==> config.mk <==
export PLATFORM = sky130hd
export DESIGN_NAME = alu_seq
export DESIGN_NICKNAME = d
export VERILOG_FILES = /design/src/rtl/alu_seq.sv
export SDC_FILE = /design/constraint.sdc
export NUM_CORES = 1
export LEC_CHECK = 0
export BUFFER_PORTS_ARGS = -buffer_cell sky130_fd_sc_hd__buf_4
export CAP_MARGIN = 0
export CORE_ASPECT_RATIO = 1.4
export CORE_MARGIN = 2
export CORE_UTILIZATION = 60
export CTS_CLUSTER_SIZE = 28
export DETAILED_ROUTE_END_ITERATION = 10
export GPL_TIMING_DRIVEN = 1
export PLACE_DENSITY = 0.83
export SYNTH_ARGS = -nofsm -noshare
export SYNTH_HDL_FRONTEND = slang
export SYNTH_SLANG_ARGS = --single-unit
==> constraint.sdc <==
create_clock -name clk -period 8.25 [get_ports clk]
set_clock_uncertainty 0.2 [all_clocks]
set_input_delay 1.65 -clock clk [delete_from_list [all_inputs] [get_ports clk]]
set_output_delay 1.65 -clock clk [all_outputs]
set_load 0.005 [all_outputs]
==> src/rtl/alu_seq.sv <==
// Handshaked multi-cycle ALU: one operation in flight, single-cycle logic/arith ops,
// iterative shift-add multiply and restoring divide, registered result and N/V/C/Z flags.
module alu_seq #(
   parameter int WIDTH = 8,
   parameter int OPW   = 4
) (
   input  logic               clk,
   input  logic               rst_n,
   input  logic               in_valid,
   output logic               in_ready,
   input  logic [WIDTH-1:0]   a,
   input  logic [WIDTH-1:0]   b,
   input  logic [OPW-1:0]     op,
   output logic               out_valid,
   input  logic               out_ready,
   output logic [2*WIDTH-1:0] y,
   output logic               carry,
   output logic               zero,
   output logic               negative,
   output logic               overflow,
   output logic               div_by_zero
);

   localparam int CW = $clog2(WIDTH);

   localparam logic [OPW-1:0] OP_ADD  = OPW'(0);
   localparam logic [OPW-1:0] OP_SUB  = OPW'(1);
   localparam logic [OPW-1:0] OP_INC  = OPW'(2);
   localparam logic [OPW-1:0] OP_DEC  = OPW'(3);
   localparam logic [OPW-1:0] OP_MUL  = OPW'(4);
   localparam logic [OPW-1:0] OP_DIV  = OPW'(5);
   localparam logic [OPW-1:0] OP_AND  = OPW'(6);
   localparam logic [OPW-1:0] OP_OR   = OPW'(7);
   localparam logic [OPW-1:0] OP_XOR  = OPW'(8);
   localparam logic [OPW-1:0] OP_NAND = OPW'(9);
   localparam logic [OPW-1:0] OP_NOR  = OPW'(10);
   localparam logic [OPW-1:0] OP_XNOR = OPW'(11);
   localparam logic [OPW-1:0] OP_SHL  = OPW'(12);
   localparam logic [OPW-1:0] OP_SHR  = OPW'(13);
   localparam logic [OPW-1:0] OP_ROR  = OPW'(14);
   localparam logic [OPW-1:0] OP_ROL  = OPW'(15);

   typedef enum logic [1:0] {S_IDLE, S_EXEC, S_ITER, S_DONE} state_t;

   state_t               state_q, state_d;
   logic [WIDTH-1:0]     a_q, a_d, b_q, b_d;
   logic [OPW-1:0]       op_q, op_d;
   logic [CW-1:0]        cnt_q, cnt_d;
   logic [2*WIDTH-1:0]   acc_q, acc_d;
   logic [2*WIDTH-1:0]   y_q, y_d;
   logic                 c_q, c_d, z_q, z_d, n_q, n_d, v_q, v_d, dz_q, dz_d;

   // Single-cycle datapath, driven from the captured operands only
   logic [WIDTH-1:0]     rhs, exec_lo, exec_hi;
   logic [WIDTH:0]       arith;
   logic                 exec_c, exec_v, exec_dz;

   always_comb begin
      exec_lo = '0;
      exec_hi = '0;
      exec_c  = 1'b0;
      exec_v  = 1'b0;
      exec_dz = 1'b0;
      arith   = '0;
      rhs     = ((op_q == OP_INC) || (op_q == OP_DEC)) ? WIDTH'(1) : b_q;
      case (op_q)
         OP_ADD, OP_INC: begin
            arith   = {1'b0, a_q} + {1'b0, rhs};
            exec_lo = arith[WIDTH-1:0];
            exec_c  = arith[WIDTH];
            exec_v  = (a_q[WIDTH-1] == rhs[WIDTH-1]) && (arith[WIDTH-1] != a_q[WIDTH-1]);
         end
         OP_SUB, OP_DEC: begin
            arith   = {1'b0, a_q} - {1'b0, rhs};
            exec_lo = arith[WIDTH-1:0];
            exec_c  = arith[WIDTH];
            exec_v  = (a_q[WIDTH-1] != rhs[WIDTH-1]) && (arith[WIDTH-1] != a_q[WIDTH-1]);
         end
         OP_DIV: begin
            // Only reached here for a zero divisor
            exec_lo = '1;
            exec_hi = a_q;
            exec_dz = 1'b1;
         end
         OP_AND:  exec_lo = a_q & b_q;
         OP_OR:   exec_lo = a_q | b_q;
         OP_XOR:  exec_lo = a_q ^ b_q;
         OP_NAND: exec_lo = ~(a_q & b_q);
         OP_NOR:  exec_lo = ~(a_q | b_q);
         OP_XNOR: exec_lo = ~(a_q ^ b_q);
         OP_SHL: begin
            exec_lo = {a_q[WIDTH-2:0], 1'b0};
            exec_c  = a_q[WIDTH-1];
         end
         OP_SHR: begin
            exec_lo = {1'b0, a_q[WIDTH-1:1]};
            exec_c  = a_q[0];
         end
         OP_ROR:  exec_lo = {a_q[0], a_q[WIDTH-1:1]};
         OP_ROL:  exec_lo = {a_q[WIDTH-2:0], a_q[WIDTH-1]};
         default: exec_lo = '0;
      endcase
   end

   // One iteration step. MUL: acc = {partial hi, multiplier}; DIV: acc = {remainder, dividend/quotient}
   logic [WIDTH:0]       mul_sum, div_sh;
   logic [WIDTH-1:0]     div_rem;
   logic                 div_ge;
   logic [2*WIDTH-1:0]   iter_next;

   always_comb begin
      mul_sum   = {1'b0, acc_q[2*WIDTH-1:WIDTH]} + (acc_q[0] ? {1'b0, a_q} : '0);
      div_sh    = acc_q[2*WIDTH-1:WIDTH-1];
      div_ge    = div_sh >= {1'b0, b_q};
      div_rem   = div_ge ? (div_sh[WIDTH-1:0] - b_q) : div_sh[WIDTH-1:0];
      iter_next = (op_q == OP_DIV) ? {div_rem, acc_q[WIDTH-2:0], div_ge}
                                   : {mul_sum, acc_q[WIDTH-1:1]};
   end

   always_comb begin
      state_d = state_q;
      a_d     = a_q;
      b_d     = b_q;
      op_d    = op_q;
      cnt_d   = cnt_q;
      acc_d   = acc_q;
      y_d     = y_q;
      c_d     = c_q;
      z_d     = z_q;
      n_d     = n_q;
      v_d     = v_q;
      dz_d    = dz_q;
      case (state_q)
         S_IDLE: begin
            if (in_valid) begin
               a_d   = a;
               b_d   = b;
               op_d  = op;
               cnt_d = '0;
               acc_d = (op == OP_MUL) ? {{WIDTH{1'b0}}, b} : {{WIDTH{1'b0}}, a};
               if ((op == OP_MUL) || ((op == OP_DIV) && (b != '0))) state_d = S_ITER;
               else                                                 state_d = S_EXEC;
            end
         end
         S_EXEC: begin
            y_d     = {exec_hi, exec_lo};
            c_d     = exec_c;
            v_d     = exec_v;
            dz_d    = exec_dz;
            z_d     = ({exec_hi, exec_lo} == '0);
            n_d     = exec_lo[WIDTH-1];
            state_d = S_DONE;
         end
         S_ITER: begin
            acc_d = iter_next;
            cnt_d = cnt_q + CW'(1);
            if (cnt_q == CW'(WIDTH-1)) begin
               y_d     = iter_next;
               c_d     = 1'b0;
               v_d     = 1'b0;
               dz_d    = 1'b0;
               z_d     = (iter_next == '0);
               n_d     = iter_next[WIDTH-1];
               state_d = S_DONE;
            end
         end
         S_DONE: begin
            if (out_ready) state_d = S_IDLE;
         end
         default: state_d = S_IDLE;
      endcase
   end

   always_ff @(posedge clk or negedge rst_n) begin
      if (!rst_n) begin
         state_q <= S_IDLE;
         a_q     <= '0;
         b_q     <= '0;
         op_q    <= '0;
         cnt_q   <= '0;
         acc_q   <= '0;
         y_q     <= '0;
         c_q     <= 1'b0;
         z_q     <= 1'b0;
         n_q     <= 1'b0;
         v_q     <= 1'b0;
         dz_q    <= 1'b0;
      end else begin
         state_q <= state_d;
         a_q     <= a_d;
         b_q     <= b_d;
         op_q    <= op_d;
         cnt_q   <= cnt_d;
         acc_q   <= acc_d;
         y_q     <= y_d;
         c_q     <= c_d;
         z_q     <= z_d;
         n_q     <= n_d;
         v_q     <= v_d;
         dz_q    <= dz_d;
      end
   end

   assign in_ready    = (state_q == S_IDLE);
   assign out_valid   = (state_q == S_DONE);
   assign y           = y_q;
   assign carry       = c_q;
   assign zero        = z_q;
   assign negative    = n_q;
   assign overflow    = v_q;
   assign div_by_zero = dz_q;

endmodule

# [Word-level counts from Yosys, hierarchy flattened]
# Index checks and enable logic that the tools add are counted.
[totals] register_bits=62 in_bits=24 word_cells=98
[op_classes] muxes=29 n_eq_ne=27 order_cmp=1 reduce_logical=18 addsub=5 bitwise_logic=6
[ops] op="$pmux W8 S13" n=1
[ops] op="$pmux W16 S2" n=2
[ops] op="$mux W16" n=3
[ops] op="$mux W8" n=5
[ops] op="$eq A4 B4 Y1 const B" n=8
[ops] op="$logic_not A16 Y1" n=2
[ops] op="$not A8 Y8" n=3
[ops] op="$eq A4 B3 Y1 const B" n=5
[ops] op="$add A8 B8 Y9" n=2
[ops] op="$pmux W1 S2" n=6
[ops] op="$ge A9 B8 Y1" n=1
[ops] op="$sub A8 B8 Y9" n=1
[ops] op="$and A8 B8 Y8" n=1
[ops] op="$eq A4 B2 Y1 const B" n=2
[ops] op="$mux W2" n=4
[ops] op="$or A8 B8 Y8" n=1
[ops] op="$pmux W2 S4" n=1
[ops] op="$reduce_bool A8 Y1" n=1
[ops] op="$sub A8 B8 Y8" n=1
[ops] op="$xor A8 B8 Y8" n=1
[ops] op="$pmux W3 S2" n=1
[ops] op="$reduce_and A2 Y1" n=3
[ops] op="$eq A2 B2 Y1 const B" n=2
[ops] op="$eq A4 B1 Y1 const B" n=1
[ops] op="17 further kinds" n=28

# [Longest topological paths before layout]
[depth] word_depth=8 mapped_depth=16 ltp_nobuf=13

# [Worst setup path before layout]
# No wires, ideal clock.
[synth_timing] kind="register to register" from="register op_q[3]" to="register c_q, in the netlist carry" slack_ns=4.682 period_less_slack_ns=3.568 t_arrival_ns=3.247 stages_incl_launch_ff=16 required_time_ns=7.928 cell_sequence="dfrtp_1 -> buf_4 -> buf_2 -> buf_2 -> nor2_1 -> nand2_1 -> nand2_1 -> inv_1 -> fa_1 -> nor3b_1 -> a211oi_1 -> o31ai_1 -> a21oi_1 -> o21bai_1 -> a221o_1 -> a32o_1"
[synth_between] elab_chain_len=6 elab_cells_between_ends=14 cone_classes="add/sub (2); eq/ne (5); mux (3); reduce/logical (4)"
[synth_lines] element="from (decl)" line="47" text="logic [OPW-1:0] op_q, op_d;"
[synth_lines] element="from (signal assigned)" line="192" text="op_q <= op_d;"
[synth_lines] element="$eq A4 B2 Y1"
[synth_lines] element="$logic_or A1 B1 Y1" line="65" text="rhs = ((op_q == OP_INC) || (op_q == OP_DEC)) ? WIDTH'(1) : b_q;"
[synth_lines] element="$mux W8" line="65"
[synth_lines] element="$sub A8 B8 Y9 or $add A8 B8 Y9 (tied branches)" line="74, 68"
[synth_lines] element="$pmux W1 S4 *" line="66" text="case (op_q)"
[synth_lines] element="$pmux W1 S2 *" line="133" text="case (state_q)"
[synth_lines] element="to (signal assigned)" line="183" text="c_q <= 1'b0;"
[synth_lines] element="to (signal assigned)" line="196" text="c_q <= c_d;"
[synth_lines] element="to (decl)" line="51" text="logic c_q, c_d, z_q, z_d, n_q, n_d, v_q, v_d, dz_q, dz_d;"
# Mark *: on every way between the ends. The rest lies on a longest branch, timed or not.
# A chain may end at the register's enable or synchronous reset.

# [Worst setup path in the final report]
[layout_timing] from="register op_q[3]" to="register z_q, in the netlist zero"
[layout_between] elab_chain_len=7 elab_cells_between_ends=28 cone_classes="add/sub (2); eq/ne (14); mux (6); reduce/logical (6)"
[layout_lines] element="$eq A4 B2 Y1"
[layout_lines] element="$logic_or A1 B1 Y1" line="65"
[layout_lines] element="$mux W8" line="65"
[layout_lines] element="$sub A8 B8 Y9 or $add A8 B8 Y9 (tied branches)" line="74, 68"
[layout_lines] element="$pmux W8 S13" line="66"
[layout_lines] element="$logic_not A16 Y1" line="150" text="z_d = ({exec_hi, exec_lo} == '0);"
[layout_lines] element="$pmux W1 S2 *" line="133"
[layout_lines] element="to (signal assigned)" line="197" text="z_q <= z_d;"
[layout_lines] element="to (decl)" line="51"
# Mark *: on every way between the ends. The rest lies on a longest branch, timed or not. The select of a mux whose other input is x is not followed.

==> flow_summary.json <==
{
  "worstHoldPathType": "flip-flop to flip-flop",
  "netlist.area_leader.share_pct": 25.79,
  "setup_viol": 0,
  "chipHeight_um": 121.5,
  "cts_max_path_buffers": 2,
  "worstPathMaxFanout": 8,
  "final_max_slew_viol_count": 0,
  "grtUsageMet2_pct": 61.70,
  "post-route-min-period_ns": 4.041,
  "cp_slowest_cell": "nor2_1",
  "cts_sinks": 61,
  "fp.coreArea_mm2": 0.009512,
  "cts_tree": "yes",
  "max-slew-margin-rel_pct": 29.51,
  "yosysSeqAreaShare_pct": 25.79,
  "grt-ovfl-total": 0,
  "mostFrequentLayoutCells": "80 x nand2_1, 61 x dfrtp_1, 55 x buf_4",
  "cts_root_buffer": "clkbuf_16",
  "met3_usage_pct": 4.898,
  "worstPathArrival_ns": 4.08,
  "rsz0062_at_grt": "no",
  "worst_setup_path_start_kind": "flip-flop",
  "hold_buffers": 0,
  "async_flop_share_pct": 100.0,
  "syn_inst": 708,
  "outcome": "complete, no violations",
  "final_common_cell": "nand2_1",
  "path_cells": "nor2_1 > nand2_1 > nand2_1 > inv_1 > fa_1 > nor3b_1 > a211oi_1 > o221a_2 > o211ai_1 > nor4_1 > a41oi_2 > o41ai_2",
  "synthTopCellsByArea": "dfrtp_1 26%, ha_1 11%, mux2_2 6.1%, nand2_1 5.1%, o21ai_0 4.4%",
  "timing.rr.end": "zero",
  "synth_fp_nets": 790,
  "wl_mm": 19.08,
  "htreeDepth": 3,
  "synth_ff_type": "dfrtp_1",
  "ys_ff_latch": 61,
  "start_util_pct": 62.23,
  "cts-buffers-inserted": 9,
  "reg2reg_from": "op_q[3]",
  "ys_types": 77,
  "place.gp.congestion": 0.9733,
  "clk_pin_slew_ns": 0.05,
  "grt_pass1_vias": 5638,
  "finalHoldViolations": 0,
  "ff2ff_setup_slack_ns": 4.21,
  "vias_per_cell": 6.724,
  "ios": 47,
  "areaGrowthSynthToFinish_pct": 11.58,
  "clock_latency_ns": 0.34,
  "drive_above_1_share_pct": 15.90,
  "cp.required_ns": 8.29,
  "drv_cap": 0,
  "critPathKind": "flip-flop to flip-flop",
  "grt_max_degree": 62,
  "startpoint": "op_q[3]",
  "setup-tns-final_ns": 0,
  "fmax_ghz": 0.2475,
  "cp_slowest_stage_delay_ns": 0.49,
  "end_kind": "flip-flop",
  "remaining_drc_errors": 0,
  "synth_edf_count": 0,
  "grt_usage_pct": 36.91,
  "wire_per_inst_um": 21.98,
  "grt_use_met1_pct": 43.06,
  "antennaDiodeCount": 0,
  "fp.dieArea_mm2": 0.01069,
  "netlist_area_mm2": 0.005919,
  "hpwl_mm": 14.15,
  "ff2ff_path_depth": 12,
  "vias": 5836,
  "endpoint": "zero",
  "drt_pre_antenna_iters": 5,
  "synth_top_cell_by_area": "dfrtp_1",
  "first_iter_violations": 559,
  "syn_avg_cell_area_um2": 8.361,
  "portBuffers": 46,
  "nets": 814,
  "antenna_found_initial": 0,
  "period_share_pct": 48.98,
  "grt_pass1_wl_mm": 29.86,
  "die_w_um": 87.95,
  "crit_top_cell": "nand2_1",
  "ant_nets": 0,
  "top_usage_layer": "met2",
  "ys_warn_count": 0,
  "num_rows": 42,
  "worst_pin_slew_ns": 1.055,
  "post_cts_buffers": 0,
  "cts_resized": 0
}
-- cell usage after synthesis, types with 11 or more instances --
cell and n:
mux2_2 32, dfrtp_1 61, ha_1 54, nand2_1 80, clkbuf_1 20, nor4_1 11
nand2b_1 19, a211oi_1 17, buf_2 13, nor2b_1 17, o21ai_0 52, inv_1 45
nor2_1 26, and2_1 13, nor3_1 19, a21oi_1 30, nand3_1 16
-- layout make-up --
cell class / count / area [um^2]
repair buffers: 55 / 412.9
multi-input cells: 560 / 4031
clock inverters: 4 / 47.55
fillers: 789 / 2907
well taps: 132 / 165.2
clock buffers: 11 / 252.7
flip-flops and latches: 61 / 1526
inverters: 45 / 168.9
-- state kept, by name (all words and copies together), names as in the netlist --
signal	count
zero	1
acc_q	16
a_q	8
state_q	2
div_by_zero	1
y	16
b_q	8
op_q	4
overflow	1
cnt_q	3
carry	1
-- per-stage QoR --
stage	hold WS (ns)	setup slack [ns]	utilization [%]	cell area, um^2	cells
2_1_floorplan	0.2628	4.682	-	5919	708
3_3_place_gp	0.2612	4.465	66.29	6305	853
3_5_place_dp	0.2656	4.314	66.29	6305	853
4_1_cts	0.2842	4.290	69.44	6605	868
5_1_grt	0.3042	3.992	69.44	6605	868
6_report	0.2813	4.209	69.44	6605	868
-- layer usage --
metal	wire length [um]	share of wire (%)
met1	6983	37
met2	9624	50
met3	1140	6.0
met4	1329	7.0
met5	0	0
-- logic make-up (layout without fill, tap and decap cells) --
kind of cell               Yosys count  count (layout)  share of synthesized area [%]
and+or+nand+nor                    246             246                          22.00
DFF                                 61              61                          25.79
buffers and inverters               87             115                          6.362
muxes                               43              43                          8.032
xor gates and xnor gates             4               4                         0.5919
adders and majority gates           58              58                          12.77
AOI/OAI and AO/OA                  209             209                          24.46
-- critical path: cells and delay by family, from the launching register on --
| family | cells | cell delay (ns) |
|---|---|---|
| AOI/OAI and AO/OA | 5 | 1.25 |
| adders and majority gates | 1 | 0.46 |
| buffers and inverters | 1 | 0.10 |
| DFF | 1 | 0.37 |
| and+or+nand+nor | 5 | 1.56 |
-- worst min path at each step --
stage / end / slack (ns) / cells past startpoint / start
2_1_floorplan: y[0] / 0.26 / 2 / y[0]
3_3_place_gp: y[5] / 0.26 / 2 / y[5]
3_5_place_dp: y[0] / 0.27 / 2 / y[0]
6_report: y[10] / 0.28 / 2 / y[10]
5_1_grt: y[13] / 0.30 / 2 / y[13]
4_1_cts: y[13] / 0.28 / 2 / y[13]
Power is not shown: default switching activity piles up to over one toggle a cycle in this logic, so the estimate is an artifact.
